$ cat src/rtl/period_meter_pkg.sv
// -----------------------------------------------------------------------------
// period_meter_pkg
// Shared types and constants for the period meter.
//   state_t       : measurement FSM states (IDLE, MEASURE, TIMEOUT)
//   FILT_LEN_DEF  : default run length of the optional glitch filter
//   cnt_max()     : all-ones value of a counter of the given width
// Optional feature macro used by the block: GLITCH_FILTER_EN.
// -----------------------------------------------------------------------------
package period_meter_pkg;

   typedef enum logic [1:0] {
      IDLE    = 2'd0,
      MEASURE = 2'd1,
      TIMEOUT = 2'd2
   } state_t;

   localparam int FILT_LEN_DEF = 4;

   // Saturation value of a w-bit counter. A shift by 32 yields 0, so the
   // subtraction still gives all ones for a full 32-bit counter.
   function automatic int unsigned cnt_max(input int unsigned w);
      return (int'(1) << w) - 1;
   endfunction

endpackage : period_meter_pkg

$ cat src/rtl/sig_sync_edge.sv
// -----------------------------------------------------------------------------
// sig_sync_edge
// Brings an asynchronous level into the clock domain and reports its edges.
// Two-flop synchronizer, an optional run-length glitch filter, then a
// previous-sample flop used for edge detection.
//
// Ports:
//   clock    in   system clock, rising edge
//   reset    in   asynchronous, active-high reset
//   i_sig    in   asynchronous input level
//   o_level  out  synchronized (and optionally filtered) level
//   o_rise   out  one-cycle pulse on a 0->1 change of o_level
//   o_fall   out  one-cycle pulse on a 1->0 change of o_level
//
// Configuration macro: GLITCH_FILTER_EN. When defined, o_level changes only
// after FILT_LEN consecutive synchronized samples disagree with it; shorter
// pulses never reach the edge detector. When undefined, the synchronizer
// output is used directly.
// -----------------------------------------------------------------------------
module sig_sync_edge
   import period_meter_pkg::*;
#(
   parameter int FILT_LEN = FILT_LEN_DEF
) (
   input  logic clock,
   input  logic reset,
   input  logic i_sig,
   output logic o_level,
   output logic o_rise,
   output logic o_fall
);

   logic r_sync1;
   logic r_sync2;
   logic r_prev;
   logic w_level;

   // NOTE: sequential state uses non-blocking assignments so every flop samples
   // the pre-edge value of its source; blocking here would collapse the
   // synchronizer chain into a single stage.
   always_ff @(posedge clock or posedge reset) begin
      if (reset) begin
         r_sync1 <= 1'b0;
         r_sync2 <= 1'b0;
      end else begin
         r_sync1 <= i_sig;
         r_sync2 <= r_sync1;
      end
   end

`ifdef GLITCH_FILTER_EN
   localparam int RUN_W = $clog2(FILT_LEN + 1);

   logic [RUN_W-1:0] r_run;
   logic             r_filt;

   // r_run counts consecutive samples that differ from the accepted level;
   // any agreeing sample restarts the count, so only a full run flips it.
   always_ff @(posedge clock or posedge reset) begin
      if (reset) begin
         r_run  <= '0;
         r_filt <= 1'b0;
      end else if (r_sync2 == r_filt) begin
         r_run <= '0;
      end else if (r_run == RUN_W'(FILT_LEN - 1)) begin
         r_filt <= r_sync2;
         r_run  <= '0;
      end else begin
         r_run <= r_run + 1'b1;
      end
   end

   assign w_level = r_filt;
`else
   localparam int unused_filt_len = FILT_LEN;

   assign w_level = r_sync2;
`endif

   always_ff @(posedge clock or posedge reset) begin
      if (reset) begin
         r_prev <= 1'b0;
      end else begin
         r_prev <= w_level;
      end
   end

   assign o_level = w_level;
   assign o_rise  = w_level & ~r_prev;
   assign o_fall  = ~w_level & r_prev;

endmodule : sig_sync_edge

$ cat src/rtl/period_meter.sv
// -----------------------------------------------------------------------------
// period_meter
// Measures the period and high time of a slow asynchronous square wave in
// system-clock cycles. One result per input period with a one-cycle valid
// strobe; a sticky timeout flag when no rising edge arrives before the cycle
// counter saturates.
//
// Ports:
//   clock       in   system clock, rising edge
//   reset       in   asynchronous, active-high reset
//   enable      in   measurement enable; 0 returns the FSM to IDLE
//   sig_in      in   asynchronous signal to be measured
//   period_o    out  last measured period (CNT_W bits)
//   high_o      out  last measured high time (CNT_W bits)
//   meas_valid  out  one-cycle pulse when period_o/high_o update
//   timeout     out  sticky: counter saturated without a rising edge
//
// Configuration macro: GLITCH_FILTER_EN (input run-length filter inside
// sig_sync_edge, FILT_LEN samples).
// -----------------------------------------------------------------------------
module period_meter
   import period_meter_pkg::*;
#(
   parameter int CNT_W    = 16,
   parameter int FILT_LEN = FILT_LEN_DEF
) (
   input  logic             clock,
   input  logic             reset,
   input  logic             enable,
   input  logic             sig_in,
   output logic [CNT_W-1:0] period_o,
   output logic [CNT_W-1:0] high_o,
   output logic             meas_valid,
   output logic             timeout
);

   localparam logic [CNT_W-1:0] CNT_MAX = CNT_W'(cnt_max(CNT_W));
   localparam logic [CNT_W-1:0] CNT_ONE = CNT_W'(1);

   logic w_level;
   logic w_rise;
   logic w_fall;
   logic w_unused;

   sig_sync_edge #(
      .FILT_LEN (FILT_LEN)
   ) u_sync (
      .clock   (clock),
      .reset   (reset),
      .i_sig   (sig_in),
      .o_level (w_level),
      .o_rise  (w_rise),
      .o_fall  (w_fall)
   );

   // The FSM works from edges only; the level is exported by the sub-module
   // for other users and intentionally left unused here.
   assign w_unused = w_level;

   state_t           r_state;
   state_t           w_state_nxt;
   logic [CNT_W-1:0] r_cnt;
   logic [CNT_W-1:0] w_cnt_nxt;
   logic [CNT_W-1:0] r_high_cap;
   logic [CNT_W-1:0] w_high_cap_nxt;
   logic [CNT_W-1:0] r_period;
   logic [CNT_W-1:0] w_period_nxt;
   logic [CNT_W-1:0] r_high;
   logic [CNT_W-1:0] w_high_nxt;
   logic             r_valid;
   logic             w_valid_nxt;
   logic             r_timeout;
   logic             w_timeout_nxt;

   always_ff @(posedge clock or posedge reset) begin
      if (reset) begin
         r_state <= IDLE;
      end else begin
         r_state <= w_state_nxt;
      end
   end

   always_ff @(posedge clock or posedge reset) begin
      if (reset) begin
         r_cnt      <= '0;
         r_high_cap <= '0;
         r_period   <= '0;
         r_high     <= '0;
         r_valid    <= 1'b0;
         r_timeout  <= 1'b0;
      end else begin
         r_cnt      <= w_cnt_nxt;
         r_high_cap <= w_high_cap_nxt;
         r_period   <= w_period_nxt;
         r_high     <= w_high_nxt;
         r_valid    <= w_valid_nxt;
         r_timeout  <= w_timeout_nxt;
      end
   end

   // NOTE: every signal written here gets a hold/default value first, so no
   // path through the case statement can leave one unassigned (no latches).
   always_comb begin
      w_state_nxt    = r_state;
      w_cnt_nxt      = r_cnt;
      w_high_cap_nxt = r_high_cap;
      w_period_nxt   = r_period;
      w_high_nxt     = r_high;
      w_valid_nxt    = 1'b0;
      w_timeout_nxt  = r_timeout;

      if (!enable) begin
         // Results are kept; only the measurement itself is abandoned.
         w_state_nxt   = IDLE;
         w_cnt_nxt     = '0;
         w_timeout_nxt = 1'b0;
      end else begin
         unique case (r_state)
            IDLE: begin
               w_cnt_nxt = '0;
               // First rise only opens a measurement; nothing to report yet.
               if (w_rise) begin
                  w_state_nxt = MEASURE;
                  w_cnt_nxt   = CNT_ONE;
               end
            end

            MEASURE: begin
               if (w_fall) begin
                  w_high_cap_nxt = r_cnt;
               end
               // A rise in the saturation cycle is still a valid period, so
               // it is tested before the timeout condition.
               if (w_rise) begin
                  w_period_nxt = r_cnt;
                  w_high_nxt   = r_high_cap;
                  w_valid_nxt  = 1'b1;
                  w_cnt_nxt    = CNT_ONE;
               end else if (r_cnt == CNT_MAX) begin
                  w_state_nxt   = TIMEOUT;
                  w_timeout_nxt = 1'b1;
               end else begin
                  w_cnt_nxt = r_cnt + CNT_ONE;
               end
            end

            TIMEOUT: begin
               // Counter stays frozen; the partial period is dropped.
               if (w_rise) begin
                  w_state_nxt = MEASURE;
                  w_cnt_nxt   = CNT_ONE;
               end
            end

            default: begin
               w_state_nxt = IDLE;
               w_cnt_nxt   = '0;
            end
         endcase
      end
   end

   assign period_o   = r_period;
   assign high_o     = r_high;
   assign meas_valid = r_valid;
   assign timeout    = r_timeout;

endmodule : period_meter

$ cat config.mk
export PLATFORM = sky130hd
export DESIGN_NAME = period_meter
export DESIGN_NICKNAME = d
export VERILOG_FILES = /design/src/rtl/period_meter_pkg.sv /design/src/rtl/sig_sync_edge.sv /design/src/rtl/period_meter.sv
export SDC_FILE = /design/constraint.sdc
export NUM_CORES = 1
export LEC_CHECK = 0
export CORE_MARGIN = 1.5
export CORE_UTILIZATION = 49
export DETAILED_ROUTE_END_ITERATION = 6
export HOLD_SLACK_MARGIN = 0.1
export PLACE_DENSITY = 0.73
export SLEW_MARGIN = 20
export SYNTH_ARGS = -nofsm -noshare
export SYNTH_HDL_FRONTEND = slang
export SYNTH_SLANG_ARGS = --single-unit
export TNS_END_PERCENT = 100
$ cat constraint.sdc
create_clock -name clock -period 2.34 [get_ports clock]
set_input_delay 0.585 -clock clock [delete_from_list [all_inputs] [get_ports clock]]
set_output_delay 0.585 -clock clock [all_outputs]
set_load 0.1 [all_outputs]
### After elaboration in Yosys (flattened, before gate mapping)

Cells that the tools add are included.

| cells by class | value |
|---|---|
| equal/unequal tests | 11 |
| add/sub/neg operators | 1 |
| reduce and logical (&&, ||, !) cells | 7 |
| bitwise operators | 4 |
| mux-type cells | 18 |

Operators with widths:

| operator | count |
|---|---|
| 2-to-1 mux 16 bit | 4 |
| one-hot mux 16 bit (3 select lines) | 1 |
| adder 16 x 1 -> 16 bit, second input constant | 1 |
| equality test 16 bit, second input constant | 1 |
| AND reduction 3 bit | 4 |
| 2-to-1 mux 1 bit | 8 |
| 2-to-1 mux 2 bit | 4 |
| != test 3 x 2 -> 1 bit, second input constant | 2 |
| != test 3 bit, second input constant | 2 |
| != test 2 x 1 -> 1 bit, second input constant | 2 |
| != test 4 x 3 -> 1 bit, second input constant | 1 |
| one-hot mux 2 bit (2 select lines) | 1 |
| AND 1 bit | 2 |
| equality test 2 x 1 -> 1 bit, second input constant | 1 |
| equality test 2 bit, second input constant | 1 |
| zero test 2 bit | 1 |
| != test 2 bit, second input constant | 1 |
| inverter 1 bit | 2 |
| AND reduction 2 bit | 1 |
| OR reduction 2 bit | 1 |

| word-level totals | value |
|---|---|
| bits in registers | 71 |
| output and inout port bits | 34 |
| word-level logic and storage cells | 51 |
| input bits | 4 |

### Depth between registers and ports, before layout

Gate-level depths: netlist of run 1.

| depth | value |
|---|---|
| word-level depth | 5 |
| mapped depth | 6 |
| mapped depth without buffers | 5 |

### Cells and area by module

A second synthesis of run 1 with hierarchy kept.

| second synthesis, totals | value |
|---|---|
| cell total of the unflattened synthesis | 258 |
| area, all modules | 3,165.5 sq um |

Modules (own cells, without submodules):

| module | cells an instance | sequential area each (sq um) | instances | area an instance (sq um) |
|---|---|---|---|---|
| period_meter | 252 | 1,701.6 | 1 | 3,071.7 |
| sig_sync_edge | 6 | 75.1 | 1 | 93.8 |

### Worst setup path after synthesis of run 1

No wires, ideal clock.

| timing path | value |
|---|---|
| kind | input to register |
| start | input enable |
| end | register r_high_cap[0] |
| path buffers | 1 |
| data arrival time | 1.578 ns |
| library setup time | 0.125 ns |
| data required time | 2.215 ns |
| setup slack | 0.637 ns |
| stages on the path | 4 |
| path through | nand3b_4 nor3b_4 buf_4 mux2_2 |

| on the way | value |
|---|---|
| cells in the longest elaborated chain, start to end | 1 |

RTL lines:

| what | RTL line | source |
|---|---|---|
| start, declared | period_meter.sv:29 | `input logic enable,` |
| AND reduction 3 bit (no line) | n/a |  |
| end signal, assigned | period_meter.sv:93 | `r_high_cap <= w_high_cap_nxt;` |
| end, declared | period_meter.sv:64 | `logic [CNT_W-1:0] r_high_cap;` |

No other way between the ends.
A chain may end at the register's enable or synchronous reset.

### Worst setup path in the final report of run 1

| timing path | value |
|---|---|
| start | input enable |
| end | register r_cnt[0] |

| on the way | value |
|---|---|
| cells in the longest elaborated chain, start to end | 2 |
| elaborated cells on any way between the ends | 4 |
| those cells by class | eq/ne: 2; mux: 1; reduce/logical: 1 |

RTL lines:

| what | RTL line | source |
|---|---|---|
| != test 4 x 3 -> 1 bit (no line) / != test 3 x 2 -> 1 bit (equally long branches) | n/a |  |
| AND reduction 2 bit (no line) | n/a |  |
| end signal, assigned | period_meter.sv:92 | `r_cnt <= w_cnt_nxt;` |
| end, declared | period_meter.sv:62 | `logic [CNT_W-1:0] r_cnt;` |

Several ways; a longest one is shown, not always the timed one.

==> qor.yml, run 1 <==
cts_hold_buf: 0
synthTopCellsByArea: "dfrtp_1 58%, mux2_2 17%, a2111oi_4 1.8%"
hold_class: "flop to flop"
grt_pass1_vias: 1915
drive_gt1_frac: 0.439
dieArea_um2: 6750
synth_mux_area_frac: 0.176
crit_arrival_ns: 2.17
setup_viol: 0
r2r_cells: 5
htreeDepth: 3
cts_buffers: 9
hold-worst-slack_ns: 0.350
syn2layout_area_growth_pct: 22.2
slew_viol_final: 0
initial_core_util: 0.513
synth_compound_area_frac: 0.0954
final_common_cell: "dfrtp_1"
slowest_stage: "clkdlybuf4s50_1"
synth_top_family_by_area: "multiplexers"
syn-cell-area_um2: 3070
critPathRequiredTime_ns: 2.57
synth-xor-area-share: 0.0143
clk_pin_slew_ns: 0.07
min_from: "u_sync.r_sync1"
routed_wirelength_mm: 5.42
core_um2: 5990
path_depth: 6
max_slew_margin: 0.749
reg2reg_slack_ns: 0.54
r2r-start: "r_cnt[0]"
hold-path-endpoint: "u_sync.o_level"
worstReg2RegEnd: "r_cnt[0]"
drt_first_pass_iters: 4
path_buf_inv: 1
antenna_found_initial: 0
cts_tree: "done"
dpl_cell_area_um2: 3530
synth_edf_count: 0
final_cell_mix: "71 x dfrtp_1, 47 x mux2_2, 42 x buf_4, 12 x nand2_1"
drc: 0
yosys_warnings: 0
cts.sinks: 71
cellLeakagePower_nw: 1.83
drtIter0Drc: 125
critical_path.max_stage_delay_ns: 0.59
startpoint_type: "input pin"
total_power_mw: 2.49
powerDensity_nw_per_um2: 664
ant_nets: 0
cts_setup_buffers: 0
period_minus_slack_ns: 1.94
critical-path-top-delay-family: "simple AND/OR/NAND/NOR gates"
via_count: 1938
grt-ovfl-total: 0
yosysSeqAreaShare: 0.579
utilization: 0.626
insertedDiodeCount: 0
ys_ff_latch: 71
insertion_delay_ns: 0.34
cts-root-buf: "clkbuf_8"
maxCapViolations: 0
path_class: "input pin to flop"
end_kind: "flop"
setup_tns_ns: 0
synth_area_per_cell_um2: 13.8
grt_first_pass_wirelength_mm: 9.34
dpl.hpwl_mm: 3.74
synth_fa_ha_area_frac: 0.00407
ys_types: 44
fmax_mhz: 517
wl_per_cell_um: 15.3
synth-async-reset-ratio: 1.00
syn_nets: 228
grt_max_degree: 72
finClkSkew_ns: 0.00623
cts_buffer_depth: 2
startpoint: "enable"
ios: 38
ir_worst_vdd_v: 0.000465
yosys.area_share.simple: 0.110
rsz0062_at_grt: "no"
dominantRegCellSynth: "dfrtp_1"
worst_pin_slew_ns: 0.377
status: "finished clean"
rows: 28
hold_viol: 0
avgViaCountPerCell: 5.46
finalNetCount: 280
gp_congestion: 0.877
die_h_um: 82.2
path_max_fanout: 7
fin_area_um2: 3750
die_w_um: 82.2
yosys.area.top_type_share: 0.579
netlist_instances: 223
hold_depth: 0
grt_usage: 0.188
post_cts_resized: 0
portBuffers: 37
synth_top_area_cell: "dfrtp_1"
worstPathCellList: "clkdlybuf4s50_1 -> nand3b_4 -> nand2b_1 -> nor3_4 -> a31oi_1 -> a22o_1"
finalCritPeriodShare: 0.827
[cell families (layout without fill, tap and decap cells)]
logic type                 after synthesis  count (layout)
DFF                                     71              71
and+or+nand+nor                         51              51
muxes                                   48              48
AOI/OAI and AO/OA                       35              35
buffers and inverters                   12              69
xor gates and xnor gates                 5               5
adders and majority gates                1               1
[layer usage]
layer | part of all wire | track usage | wire [um] | vias up
li1 | - | - | - | 923
met1 | 0.46 | 0.248 | 2520 | 966
met2 | 0.48 | 0.290 | 2590 | 43
met3 | 0.049 | 0.0692 | 267 | 6
met4 | 0.0087 | 0.0593 | 47 | 0
met5 | 0 | 0 | 0 | -
[sequential cells by signal, indices dropped and copies added (netlist names)]
register,cells
period_o,16
u_sync.r_sync1,1
u_sync.r_prev,1
r_cnt,16
high_o,16
r_high_cap,16
timeout,1
u_sync.o_level,1
meas_valid,1
r_state,2
[cell type report]
type	count	area, um^2
Tap cell	75	93.8
Clock inverter	3	65.1
Inverter	5	22.5
Clock buffer	13	159
Multi-Input combinational cell	140	1230
Sequential cell	71	1780
Fill cell	496	2240
Timing Repair Buffer	48	405
[through the flow]
| step | setup slack [ns] | std cells |
|---|---|---|
| final | 0.404 | 355 |
| after global routing | 0.303 | 355 |
| after CTS | 0.416 | 355 |
| after detailed placement | 0.0477 | 339 |
| after global placement | 0.0887 | 339 |
| after floorplan | 0.637 | 223 |
[where the power goes]
group	switching (mW)	total (mW)	internal, mW	leakage, nW
clock	0.424	1.08	0.658	0.114
sequential	0.0126	1.26	1.24	0.982
combinational	0.107	0.151	0.0445	0.739
[cells in the mapped netlist, types with 2 or more instances]
library cell,count
a2111oi_4,2
and3_1,2
nand2_1,12
o21ai_0,4
mux2_2,47
nand3_1,5
dfrtp_1,71
a21oi_1,6
nand2b_1,2
buf_2,3
nor3_1,2
xnor2_1,5
buf_4,2
a211oi_1,3
o311ai_0,4
and4_4,2
o31ai_1,6
inv_1,5
nor2_1,11
a31oi_1,4
and2_1,2
[worst max path at each step]
stage,end
after floorplan,r_high_cap[0]
after global placement,r_cnt[11]
after detailed placement,high_o[5]
after CTS,period_o[8]
after global routing,r_cnt[5]
final,r_cnt[0]
Note: power is estimated with default switching activity, not from simulation.
==> inputs of run 2 (changes only) <==
==> constraint.sdc (replaced) <==
create_clock -name clock -period 1.7 [get_ports clock]
set_input_delay 0.425 -clock clock [delete_from_list [all_inputs] [get_ports clock]]
set_output_delay 0.425 -clock clock [all_outputs]
set_load 0.1 [all_outputs]
==> qor.yml, run 2 (same netlist as run 1, synthesis figures left out) <==
status: "finished clean"
wl_per_cell_um: 15.2
finalNetCount: 298
crit_arrival_ns: 1.83
powerDensity_nw_per_um2: 742
cts_buffer_depth: 2
routed_wirelength_mm: 5.64
top_layer_used: "met4"
finClkSkew_ns: 0.00538
fmax_mhz: 623
ios: 38
cts_buffers: 9
ir_worst_vdd_v: 0.000576
place_ws_ns: -0.379
cts_tree: "done"
drive_gt1_frac: 0.478
path_max_fanout: 6
cts-root-buf: "clkbuf_8"
period_minus_slack_ns: 1.61
avgViaCountPerCell: 5.46
slew_viol_final: 0
grt_usage: 0.198
grt-ovfl-total: 0
worst_pin_slew_ns: 0.367
hold_class: "flop to flop"
multi_input_area_um2: 1240
hold_viol: 0
finalCritPeriodShare: 0.944
total_power_mw: 3.18
grt_pass1_vias: 2101
clk_pin_slew_ns: 0.07
drtIter0Drc: 138
die_h_um: 82.2
drt_first_pass_iters: 4
setup_viol: 0
fillers: 399
cellLeakagePower_nw: 2.01
wl_met2_mm: 2.85
dieArea_um2: 6750
htreeDepth: 3
die_w_um: 82.2
path_class: "flop to flop"
wl_met1_mm: 2.52
grt_first_pass_wirelength_mm: 9.81
initial_core_util: 0.513
insertedDiodeCount: 0
max_slew_margin: 0.755
end_kind: "flop"
setup_tns_ns: 0
drc: 0
portBuffers: 37
rows: 28
critPathRequiredTime_ns: 1.92
seq_area_um2: 1780
grt_max_degree: 72
syn2layout_area_growth_pct: 39.4
rsz0062_at_grt: "yes"
ant_nets: 0
gp_congestion: 0.878
final_cell_mix: "71 x dfrtp_1, 47 x mux2_2, 37 x buf_12, 25 x buf_4"
maxCapViolations: 0
final_common_cell: "dfrtp_1"
via_count: 2032
antenna_found_initial: 0
setup_ws_ns: 0.0950
startpoint_type: "flop"
route.met3.wl_um: 177
cts.sinks: 71
core_um2: 5990
dpl.hpwl_mm: 3.93
insertion_delay_ns: 0.33
[run 2: timing repair]
| item | CTS | global route |
|---|---|---|
| resized for setup | 2 | 7 |
| hold buffers | 0 | 0 |
| pin swaps | 0 | 3 |
| setup buffers | 0 | 1 |
| endpoints found under the setup margin | 3 | 55 |
[run 2: report_power, final]
part | total, mW | switching [mW] | leakage, nW | internal (mW)
registers | 1.73 | 0.0195 | 0.982 | 1.71
clock network | 1.20 | 0.557 | 0.0898 | 0.644
logic | 0.244 | 0.152 | 0.939 | 0.0925
[run 2: final timing paths]
kind / startpoint / end / slack (ns) / cells past startpoint
max: u_sync.o_level / r_cnt[9] / 0.09 / 6
min: u_sync.r_sync1 / u_sync.o_level / 0.37 / 0
max reg2reg: u_sync.o_level / r_cnt[9] / 0.09 / 6
min reg2reg: u_sync.r_sync1 / u_sync.o_level / 0.37 / 0
max in group asynchronous: reset / r_high_cap[12] / 0.87 / 3
min in group asynchronous: reset / period_o[2] / 0.54 / 3
[run 2: cell type report]
class | instances | share of cell area
flip-flops and latches | 71 | 0.415
multi-input cells | 140 | 0.290
repair buffers | 66 | 0.227
clock buffers | 15 | 0.0412
well taps | 75 | 0.0219
inverters | 5 | 0.00526
[run 2: routing by layer]
metal / track usage / vias up
li1: - / 961
met1: 0.265 / 1017
met2: 0.308 / 45
met3: 0.0429 / 9
met4: 0.0983 / 0
met5: 0 / -
[run 2: stage by stage]
stage	hold WS, ns	cell area (um^2)	cells	utilization
6_report	0.374	4280	372	0.715
5_1_grt	0.385	4280	372	0.715
4_1_cts	0.381	4260	371	0.711
3_5_place_dp	0.346	4080	356	0.681
3_3_place_gp	0.340	4080	356	0.681
2_1_floorplan	0.331	3070	223	-
[run 2: worst max-delay path, cell delays in order (launching register included)]
cell	delay, ns
dfrtp_1	0.43
and2b_2	0.26
nor4_4	0.30
buf_6	0.18
a211oi_2	0.08
xnor2_1	0.19
nor2_1	0.06
==> inputs of run 3 (changes only) <==
--- a/config.mk
+++ b/config.mk
@@ -5,6 +5,7 @@
 export SDC_FILE = /design/constraint.sdc
 export NUM_CORES = 1
 export LEC_CHECK = 0
+export CORE_ASPECT_RATIO = 1.25
 export CORE_MARGIN = 1.5
 export CORE_UTILIZATION = 49
 export DETAILED_ROUTE_END_ITERATION = 6
==> qor.yml, run 3 (same netlist as run 1, synthesis figures left out) <==
insertion_delay_ns: 0.35
critPathRequiredTime_ns: 1.93
gp_congestion: 0.799
cts_buffer_depth: 2
portBuffers: 37
hold_class: "flop to flop"
grt-ovfl-total: 0
drive_gt1_frac: 0.477
grt_usage: 0.201
die_h_um: 91.5
via_count: 2005
fmax_mhz: 616
drc: 0
slew_viol_final: 0
htreeDepth: 3
place_ws_ns: -0.341
max_slew_margin: 0.784
ios: 38
maxCapViolations: 0
drtIter0Drc: 94
finalNetCount: 298
rsz0062_at_grt: "yes"
setup_viol: 0
grt_first_pass_wirelength_mm: 10.1
path_max_fanout: 5
powerDensity_nw_per_um2: 801
grt_max_degree: 32
core_um2: 6130
ant_nets: 0
setup_ws_ns: 0.0754
hold_viol: 0
dpl.hpwl_mm: 4.14
status: "finished clean"
rows: 32
cellLeakagePower_nw: 2.03
startpoint_type: "flop"
worst_pin_slew_ns: 0.320
cts-root-buf: "clkbuf_8"
wl_per_cell_um: 14.9
finalCritPeriodShare: 0.956
end_kind: "flop"
antenna_found_initial: 0
grt_pass1_vias: 2161
cts_tree: "done"
seq_area_um2: 1780
final_cell_mix: "71 x dfrtp_1, 47 x mux2_2, 36 x buf_12, 26 x buf_4, 12 x nand2_1"
post_cts_resized: 0
routed_wirelength_mm: 5.70
syn2layout_area_growth_pct: 40.8
avgViaCountPerCell: 5.23
path_class: "flop to flop"
clk_pin_slew_ns: 0.07
fillers: 431
multi_input_area_um2: 1230
crit_arrival_ns: 1.86
cts.sinks: 71
cts_setup_buffers: 0
insertedDiodeCount: 0
initial_core_util: 0.501
dieArea_um2: 6750
period_minus_slack_ns: 1.62
ir_worst_vdd_v: 0.000751
die_w_um: 73.8
finClkSkew_ns: 0.00937
cts_buffers: 9
utilization: 0.706
final_common_cell: "dfrtp_1"
drt_first_pass_iters: 4
cts_hold_buf: 0
setup_tns_ns: 0
-- run 3: changes by cell type in the layout (fill, tap and decap cells not counted), sizes merged --
cell and delta:
bufinv +2, clkbuf -2, clkinv +1
-- run 3: layer usage --
| layer | global-route usage | vias to the layer above | wire length [um] |
|---|---|---|---|
| met2 | 0.321 | 33 | 3020 |
| met1 | 0.247 | 1007 | 2410 |
| met3 | 0.0655 | 5 | 202 |
| met4 | 0.0864 | 0 | 71 |
| met5 | 0 | - | 0 |
| li1 | - | 960 | - |
-- run 3: worst paths after layout --
kind / startpoint / end / slack (ns) / cells past startpoint
setup / recovery: r_cnt[9] / r_state[0] / 0.08 / 5
hold / removal: u_sync.r_sync1 / u_sync.o_level / 0.35 / 0
setup reg to reg: r_cnt[9] / r_state[0] / 0.08 / 5
hold reg to reg: u_sync.r_sync1 / u_sync.o_level / 0.35 / 0
max in group asynchronous: reset / r_state[0] / 0.88 / 3
min in group asynchronous: reset / r_high_cap[7] / 0.38 / 2
-- run 3: worst max-delay path, cell delays in order (launching register included) --
cell and delay, ns:
dfrtp_1 0.42, and4_4 0.29, nand4_4 0.16, nor2_1 0.31, o21ai_0 0.13, and3_1 0.19
-- run 3: cell type report --
class | instances | area share
clock buffers | 13 | 0.0368
clock inverters | 3 | 0.0151
inverters | 5 | 0.00521
multi-input cells | 140 | 0.285
flip-flops and latches | 71 | 0.411
well taps | 85 | 0.0246
repair buffers | 66 | 0.222
-- run 3: metrics by stage --
step | area [um^2] | total power [mW] | hold slack [ns] | std cells
after floorplan | 3070 | 1.91 | 0.331 | 223
after global placement | 4090 | 2.01 | 0.338 | 367
after detailed placement | 4090 | 2.01 | 0.343 | 367
after CTS | 4310 | 3.51 | 0.357 | 383
after global routing | 4320 | 3.60 | 0.358 | 383
final | 4320 | 3.46 | 0.352 | 383
-- run 3: power breakdown --
group	total (mW)	internal [mW]	switching, mW
clock network	1.49	0.905	0.580
logic	0.247	0.0947	0.152
registers	1.73	1.71	0.0189
